`src/rtl/inst_encoder_if.sv`:
```
// Request/write bus of the instruction encoder: request handshake in, imem write stream and session status out.
interface inst_encoder_if;
  logic        start_i;
  logic        req_valid_i;
  logic        req_ready_o;
  logic [2:0]  class_i;
  logic [2:0]  funct_i;
  logic [4:0]  rd_i;
  logic [4:0]  rs1_i;
  logic [4:0]  rs2_i;
  logic [12:0] imm_i;
  logic        wr_en_o;
  logic [31:0] wr_addr_o;
  logic [31:0] wr_data_o;
  logic [6:0]  count_o;
  logic        full_o;
  logic        err_o;

  modport slave (
    input  start_i, req_valid_i, class_i, funct_i, rd_i, rs1_i, rs2_i, imm_i,
    output req_ready_o, wr_en_o, wr_addr_o, wr_data_o, count_o, full_o, err_o
  );

  modport master (
    output start_i, req_valid_i, class_i, funct_i, rd_i, rs1_i, rs2_i, imm_i,
    input  req_ready_o, wr_en_o, wr_addr_o, wr_data_o, count_o, full_o, err_o
  );
endinterface

```
`src/rtl/inst_encoder.sv`:
```
// Encodes abstract instruction requests into RV32 words and streams them to imem one cycle after accept.
// Ready depends only on state/count/start; a full session or an idle encoder refuses requests.
module inst_encoder #(
  parameter int unsigned DEPTH     = 64,
  parameter logic [31:0] BASE_ADDR = 32'h0000_0000
) (
  input logic           clk_i,
  input logic           rst_i,
  inst_encoder_if.slave bus
);

  typedef enum logic [1:0] {
    IDLE = 2'd0,
    LOAD = 2'd1,
    FULL = 2'd2
  } state_e;

  localparam logic [6:0] DEPTH_C  = 7'(DEPTH);
  localparam logic [6:0] OP_R     = 7'b0110011;
  localparam logic [6:0] OP_I     = 7'b0010011;
  localparam logic [6:0] OP_LOAD  = 7'b0000011;
  localparam logic [6:0] OP_STORE = 7'b0100011;
  localparam logic [6:0] OP_BRANCH = 7'b1100011;

  localparam logic [2:0] CLS_R    = 3'b000;
  localparam logic [2:0] CLS_ADDI = 3'b001;
  localparam logic [2:0] CLS_LW   = 3'b010;
  localparam logic [2:0] CLS_SW   = 3'b011;
  localparam logic [2:0] CLS_BEQ  = 3'b100;

  state_e      state_q, state_d;
  logic [6:0]  count_q, count_d;
  logic        err_q, err_d;
  logic        wr_en_q, wr_en_d;
  logic [31:0] wr_addr_q, wr_addr_d;
  logic [31:0] wr_data_q, wr_data_d;

  logic        req_ready;
  logic        accept;
  logic        legal;
  logic [31:0] enc_word;

  always_comb begin
    legal    = 1'b0;
    enc_word = '0;
    case (bus.class_i)
      CLS_R: begin
        legal = 1'b1;
        case (bus.funct_i)
          3'b000:  enc_word = {7'b0000000, bus.rs2_i, bus.rs1_i, 3'b000, bus.rd_i, OP_R};
          3'b001:  enc_word = {7'b0100000, bus.rs2_i, bus.rs1_i, 3'b000, bus.rd_i, OP_R};
          3'b010:  enc_word = {7'b0000000, bus.rs2_i, bus.rs1_i, 3'b111, bus.rd_i, OP_R};
          3'b011:  enc_word = {7'b0000000, bus.rs2_i, bus.rs1_i, 3'b110, bus.rd_i, OP_R};
          3'b100:  enc_word = {7'b0000001, bus.rs2_i, bus.rs1_i, 3'b000, bus.rd_i, OP_R};
          default: legal = 1'b0;
        endcase
      end
      CLS_ADDI: begin
        legal    = 1'b1;
        enc_word = {bus.imm_i[11:0], bus.rs1_i, 3'b000, bus.rd_i, OP_I};
      end
      CLS_LW: begin
        legal    = 1'b1;
        enc_word = {bus.imm_i[11:0], bus.rs1_i, 3'b010, bus.rd_i, OP_LOAD};
      end
      CLS_SW: begin
        legal    = 1'b1;
        enc_word = {bus.imm_i[11:5], bus.rs2_i, bus.rs1_i, 3'b010, bus.imm_i[4:0], OP_STORE};
      end
      CLS_BEQ: begin
        // Branch offsets are halfword-aligned; an odd offset has no encoding.
        legal    = ~bus.imm_i[0];
        enc_word = {bus.imm_i[12], bus.imm_i[10:5], bus.rs2_i, bus.rs1_i, 3'b000,
                    bus.imm_i[4:1], bus.imm_i[11], OP_BRANCH};
      end
      default: legal = 1'b0;
    endcase
  end

  assign req_ready = (state_q == LOAD) && (count_q < DEPTH_C) && !bus.start_i;
  assign accept    = bus.req_valid_i && req_ready;

  always_comb begin
    state_d   = state_q;
    count_d   = count_q;
    err_d     = err_q;
    wr_en_d   = 1'b0;
    wr_addr_d = wr_addr_q;
    wr_data_d = wr_data_q;
    if (bus.start_i) begin
      state_d = LOAD;
      count_d = '0;
      err_d   = 1'b0;
    end else begin
      case (state_q)
        LOAD: begin
          if (accept) begin
            if (legal) begin
              wr_en_d   = 1'b1;
              wr_data_d = enc_word;
              wr_addr_d = BASE_ADDR + {23'd0, count_q, 2'b00};
              count_d   = count_q + 7'd1;
              if (count_d == DEPTH_C) begin
                state_d = FULL;
              end
            end else begin
              err_d = 1'b1;
            end
          end
        end
        IDLE:    state_d = IDLE;
        FULL:    state_d = FULL;
        default: state_d = IDLE;
      endcase
    end
  end

  always_ff @(posedge clk_i) begin
    if (!rst_i) begin
      state_q   <= IDLE;
      count_q   <= '0;
      err_q     <= 1'b0;
      wr_en_q   <= 1'b0;
      wr_addr_q <= '0;
      wr_data_q <= '0;
    end else begin
      state_q   <= state_d;
      count_q   <= count_d;
      err_q     <= err_d;
      wr_en_q   <= wr_en_d;
      wr_addr_q <= wr_addr_d;
      wr_data_q <= wr_data_d;
    end
  end

  assign bus.req_ready_o = req_ready;
  assign bus.wr_en_o     = wr_en_q;
  assign bus.wr_addr_o   = wr_addr_q;
  assign bus.wr_data_o   = wr_data_q;
  assign bus.count_o     = count_q;
  assign bus.full_o      = (state_q == FULL);
  assign bus.err_o       = err_q;

endmodule

```
`src/flat_wrapper.sv`:
```
// flat-port wrapper written by rule: the top's interface ports become plain ports
module inst_encoder_flat 
#(
  parameter int unsigned DEPTH     = 64,
  parameter logic [31:0] BASE_ADDR = 32'h0000_0000
)
  (clk_i, rst_i, bus_start_i, bus_req_valid_i, bus_class_i, bus_funct_i, bus_rd_i, bus_rs1_i, bus_rs2_i, bus_imm_i, bus_req_ready_o, bus_wr_en_o, bus_wr_addr_o, bus_wr_data_o, bus_count_o, bus_full_o, bus_err_o);
  inst_encoder_if bus_i ();
  input logic clk_i;
  input logic rst_i;
  input wire logic [$bits(bus_i.start_i)-1:0] bus_start_i;
  input wire logic [$bits(bus_i.req_valid_i)-1:0] bus_req_valid_i;
  input wire logic [$bits(bus_i.class_i)-1:0] bus_class_i;
  input wire logic [$bits(bus_i.funct_i)-1:0] bus_funct_i;
  input wire logic [$bits(bus_i.rd_i)-1:0] bus_rd_i;
  input wire logic [$bits(bus_i.rs1_i)-1:0] bus_rs1_i;
  input wire logic [$bits(bus_i.rs2_i)-1:0] bus_rs2_i;
  input wire logic [$bits(bus_i.imm_i)-1:0] bus_imm_i;
  output wire logic [$bits(bus_i.req_ready_o)-1:0] bus_req_ready_o;
  output wire logic [$bits(bus_i.wr_en_o)-1:0] bus_wr_en_o;
  output wire logic [$bits(bus_i.wr_addr_o)-1:0] bus_wr_addr_o;
  output wire logic [$bits(bus_i.wr_data_o)-1:0] bus_wr_data_o;
  output wire logic [$bits(bus_i.count_o)-1:0] bus_count_o;
  output wire logic [$bits(bus_i.full_o)-1:0] bus_full_o;
  output wire logic [$bits(bus_i.err_o)-1:0] bus_err_o;
  assign bus_i.start_i = bus_start_i;
  assign bus_i.req_valid_i = bus_req_valid_i;
  assign bus_i.class_i = bus_class_i;
  assign bus_i.funct_i = bus_funct_i;
  assign bus_i.rd_i = bus_rd_i;
  assign bus_i.rs1_i = bus_rs1_i;
  assign bus_i.rs2_i = bus_rs2_i;
  assign bus_i.imm_i = bus_imm_i;
  assign bus_req_ready_o = bus_i.req_ready_o;
  assign bus_wr_en_o = bus_i.wr_en_o;
  assign bus_wr_addr_o = bus_i.wr_addr_o;
  assign bus_wr_data_o = bus_i.wr_data_o;
  assign bus_count_o = bus_i.count_o;
  assign bus_full_o = bus_i.full_o;
  assign bus_err_o = bus_i.err_o;
  inst_encoder #(.DEPTH(DEPTH), .BASE_ADDR(BASE_ADDR)) u_core (.clk_i(clk_i), .rst_i(rst_i), .bus(bus_i));
endmodule
```
`config.mk`:
```
export PLATFORM = sky130hd
export DESIGN_NAME = inst_encoder_flat
export DESIGN_NICKNAME = d
export VERILOG_FILES = /design/src/rtl/inst_encoder_if.sv /design/src/rtl/inst_encoder.sv /design/src/flat_wrapper.sv
export SDC_FILE = /design/constraint.sdc
export NUM_CORES = 1
export LEC_CHECK = 0
export CAP_MARGIN = 20
export CORE_AREA = 4 4 79 81
export CTS_BUF_LIST = sky130_fd_sc_hd__clkbuf_8
export CTS_CLUSTER_DIAMETER = 60
export DETAILED_ROUTE_END_ITERATION = 10
export DIE_AREA = 0 0 83 85
export GPL_ROUTABILITY_DRIVEN = 1
export HOLD_SLACK_MARGIN = 0.08
export PLACE_DENSITY = 0.86
export SETUP_SLACK_MARGIN = 0.15
export SYNTH_ARGS = -nofsm -noshare
export SYNTH_HDL_FRONTEND = slang
export SYNTH_SLANG_ARGS = --single-unit
```
`constraint.sdc`:
```
create_clock -name clk_i -period 4.8 [get_ports clk_i]
set_clock_uncertainty 0.15 [all_clocks]
set_input_delay 0.96 -clock clk_i [delete_from_list [all_inputs] [get_ports clk_i]]
set_output_delay 0.96 -clock clk_i [all_outputs]
set_load 0.05 [all_outputs]
```
Word level (Yosys, flattened, before mapping)
Index checks and enable logic that the tools add are counted.

operators by class
  eq/ne operators = 17
  add/subtract/negate cells = 1
  multiplexer cells = 10
  $lt $le $gt $ge = 1
  reduce and logical (&&, ||, !) cells = 15
  bitwise operators = 6

operator list
  operator                                                          number
  32-bit one-hot mux with 5 select lines                            1
  31-bit one-hot mux with 5 select lines                            1
  3-bit by 2-bit == test with 1-bit output (second input constant)  4
  3-bit AND reduction                                               4
  7-bit by 1-bit adder with 7-bit output (second input constant)    1
  7-bit == test (second input constant)                             1
  7-bit less-than comparator (second input constant)                1
  3-bit by 1-bit == test with 1-bit output (second input constant)  2
  3-bit == test (second input constant)                             2
  3-bit zero test                                                   2
  2-bit 2-to-1 mux                                                  3
  3-bit by 2-bit != test with 1-bit output (second input constant)  2
  1-bit NOT                                                         6
  5-bit OR reduction                                                1
  2-bit by 1-bit != test with 1-bit output (second input constant)  2
  2-bit one-hot mux with 2 select lines                             1
  4-bit AND reduction                                               1
  4-bit OR reduction                                                1
  1-bit logical AND                                                 3
  1-bit 2-to-1 mux                                                  3
  3-bit != test (second input constant)                             1
  1-bit one-hot mux with 3 select lines                             1
  3-bit OR reduction                                                1
  2-bit by 1-bit == test with 1-bit output (second input constant)  1
  4 further kinds                                                   4

storage, ports and cells
  output and inout port bits = 75
  bits of input ports = 38
  flip-flop bits (word level) = 50

Depth between registers and ports, before layout
  depth after elaboration = 8
  mapped depth = 8
  depth with buffers taken out = 7

Least setup slack after synthesis
OpenSTA, ideal clock, no wires.

  path kind = in2out
  start point = in bus_start_i
  end point = out bus_req_ready_o
  stages on the path = 1
  data arrival time = 2.104 ns
  slack = 1.586 ns
  buffers on the path = 0
  path through = nor3b_1

between the ends
  word-level cells in the longest chain between the ends = 2

RTL lines
  element             line                source
  start: declaration  flat_wrapper.sv:11  input wire logic [$bits(bus_i.start_i)-1:0] bus_start_i;
  1-bit zero test     inst_encoder.sv:80  assign req_ready = (state_q == LOAD) && (count_q < DEPTH_C) && !bus.start_i;
  1-bit logical AND   inst_encoder.sv:80
  end: declaration    flat_wrapper.sv:19  output wire logic [$bits(bus_i.req_ready_o)-1:0] bus_req_ready_o;

Every way passes these cells.

Worst setup path after layout
Ends and elaborated chain as after synthesis.

==> results.cfg <==
[sta]
fin_crit_ns = 3.56
tightestPinTransition_ns = 0.666
slew_headroom_pct = 55.2
fin_crit_sh_pct = 74.2
fin_tns_setup_ns = 0
fmax_ghz = 0.281
holdWs_ns = 0.302
grt_setup_unrepaired = no
slew_viol_final = 0
report.final.hold_viol_count = 0
fin_ws_ns = 1.24
setup_viol = 0

[finish]
instances_no_fill = 441
diodes = 0
nets = 410
design_area_sq_mm = 0.00330
fillers = 515
drive_above_1_share_pct = 4.61
syn_to_final_growth_pct = 32.8
post-route-util_pct = 60.3

[power]
p_leak_nw = 1.23
power_mw = 0.783
vdd_drop_max_v = 0.000135
power.density_mw_per_mm2 = 237

[run_status]
status = finished clean

[synth]
synth_area_sq_mm = 0.00248
synth_flop_cell = dfxtp_1
ys_types = 45
synth-seq-area-share_pct = 37.9
synth.area.top_cells = dfxtp_1 (38%), buf_4 (8.5%), nand2_1 (6.8%)
synth_commonest_cells = dfxtp_1 (47), nand2_1 (45), buf_4 (28)
ys_warn_count = 0
avgSynthCellArea_sq_um = 8.53
yosysMostFrequentCell = dfxtp_1
ys_seq_elements = 47
async_reset_ff_share_pct = 0
synth_top_area_share_pct = 37.9
yosysTopAreaCell = dfxtp_1
synth-edff-count = 0
synthCells = 291

[clocking]
hold_buffers = 0
insertion_delay_ns = 0.29
clkTransAtPathRegs_ns = 0.08
htree_levels = 2
cts_tree = done
clock-sinks = 47
cts.path.max_buffers = 2
cts_root_buf = clkbuf_8
post_cts_resized = 0
cts_setup_buffers = 0
numCtsBuffers = 5

[floorplan]
die_height_um = 85
core_sq_mm = 0.00547
start_util_pct = 45.4
die_w_um = 83
num_io_pins = 113
die_area_sq_mm = 0.00706
fp-row-count = 27

[critical_path]
reg2reg_from = u_core.state_q[0]$_SDFFE_PN0P_
reg2reg_to = u_core.state_q[0]$_SDFFE_PN0P_
worstPathRequired_ns = 3.69
worst_setup_path_end_kind = output port
worst-path-max-fanout = 4
rrSetupSlack_ns = 2.41
critical_path_class = in -> out
arrival_ns = 2.45
cp_slowest_cell = clkdlybuf4s50_1
crit_chain = clkdlybuf4s50_1, nor3b_1, clkdlybuf4s50_1
crit_top_cell = clkdlybuf4s50_1
critPathMaxStageDelay_ns = 0.84
ff2ff_path_depth = 6
worstSetupStartpointType = input port

[detailed_routing]
route.met2.wl_mm = 3.08
via_per_inst = 5.01
antenna_left = 0
dr.pass1.iters = 4
wl_mm = 5.97
drt_iter0_drc = 112
drc = 0
drt-wirelength-per-cell_um = 13.5
vias = 2209
wl_met1_mm = 2.43
top_layer = met4
wl_met3_um = 421

[global_route]
grt_max_degree = 39
grt_pass1_vias = 2080
grt_pass1_wl_mm = 9.87
groute.usage.overall_pct = 16.9
grt-ovfl-total = 0
grt_antenna_before_repair = 0

[worst_hold_path]
whs_path_depth = 2
hold_start = u_core.bus.wr_data_o[27]$_SDFFE_PN0P_
min_to = u_core.bus.wr_data_o[27]$_SDFFE_PN0P_
hold_path_class = reg -> reg

[placement]
io_buffers = 85
gp_congestion = 0.823
place_ws_ns = 1.15
placed_cells = 433
post_dp_cell_area_sq_mm = 0.00322
place_hpwl_mm = 4.53

[flow_run]
drv_cap = 0
[sequential cells by signal (all words and copies together), names as in the netlist]
name                  cells
u_core.bus.wr_addr_o      7
u_core.state_q            2
u_core.bus.wr_data_o     29
u_core.bus.err_o          1
u_core.bus.count_o        7
u_core.bus.wr_en_o        1
[area by class of cell]
type                       count  area (sq um)  share of cell area [%]
clock inverter                 3          12.5                   0.379
sequential                    47           941                    28.5
tap                           72          90.1                    2.73
timing repair buffer          88           873                    26.5
clock buffer                   5          68.8                    2.09
inverter                       4          15.0                   0.455
multi-input combinational    222          1300                    39.4
[worst max path at each step]
stage              startpoint                                   end  slack, ns  cells after the start
2_1_floorplan     bus_start_i                       bus_req_ready_o       1.59                      1
3_3_place_gp   bus_class_i[2]  u_core.bus.wr_data_o[4]$_SDFFE_PN0P_       1.18                      7
3_5_place_dp   bus_class_i[2]  u_core.bus.wr_data_o[4]$_SDFFE_PN0P_       1.15                      7
4_1_cts           bus_start_i                       bus_req_ready_o       1.24                      3
5_1_grt           bus_start_i                       bus_req_ready_o       1.19                      3
6_report          bus_start_i                       bus_req_ready_o       1.24                      3
[power by group]
part	internal, mW	switching [mW]	leakage [nW]
combinational	0.0539	0.106	0.801
clock	0.0982	0.126	0.0505
sequential	0.395	0.00326	0.380
total	0.547	0.236	1.23
[worst max-delay path: cells and delay by family]
family	cells	cell delay (ns)
and+or+nand+nor	1	0.20
buffers and inverters	2	1.29
[cell families (layout without fill, tap and decap cells)]
kind of cell	Yosys count	after routing	share of synthesized area, %
xor gates and xnor gates	8	8	2.82
DFF	47	47	37.9
muxes	1	1	0.453
buffers and inverters	48	100	13.8
AOI/OAI and AO/OA	73	73	21.9
adders and majority gates	4	4	2.02
other	1	27	0.151
and+or+nand+nor	109	109	21.0
[cells in the final DEF, fill, tap and decap left out, drive strengths merged, types with 2 or more instances in the layout]
cell           instances
o211a                  6
nor3b                  2
o21ai                 10
a21boi                19
o211ai                 2
xor2                   3
and3                   2
clkbuf                 5
nor2b                 11
a31oi                  3
or3                    4
nor3                   5
a222oi                 4
inv                    6
clkdlybuf4s50         85
nand3                  8
buf                    3
nand3b                 3
nor2                  21
o221ai                 5
nand2                 45
nand4                  2
dfxtp                 47
ha                     4
o21a                   2
a21oi                 17
conb                  27
xnor2                  5
[metal layers]
metal	vias to the layer above	global-route usage, %
li1	1104	-
met1	1016	19.5
met2	83	30.2
met3	6	4.56
met4	0	5.35
met5	-	0
(Power assumes the default switching activity.)
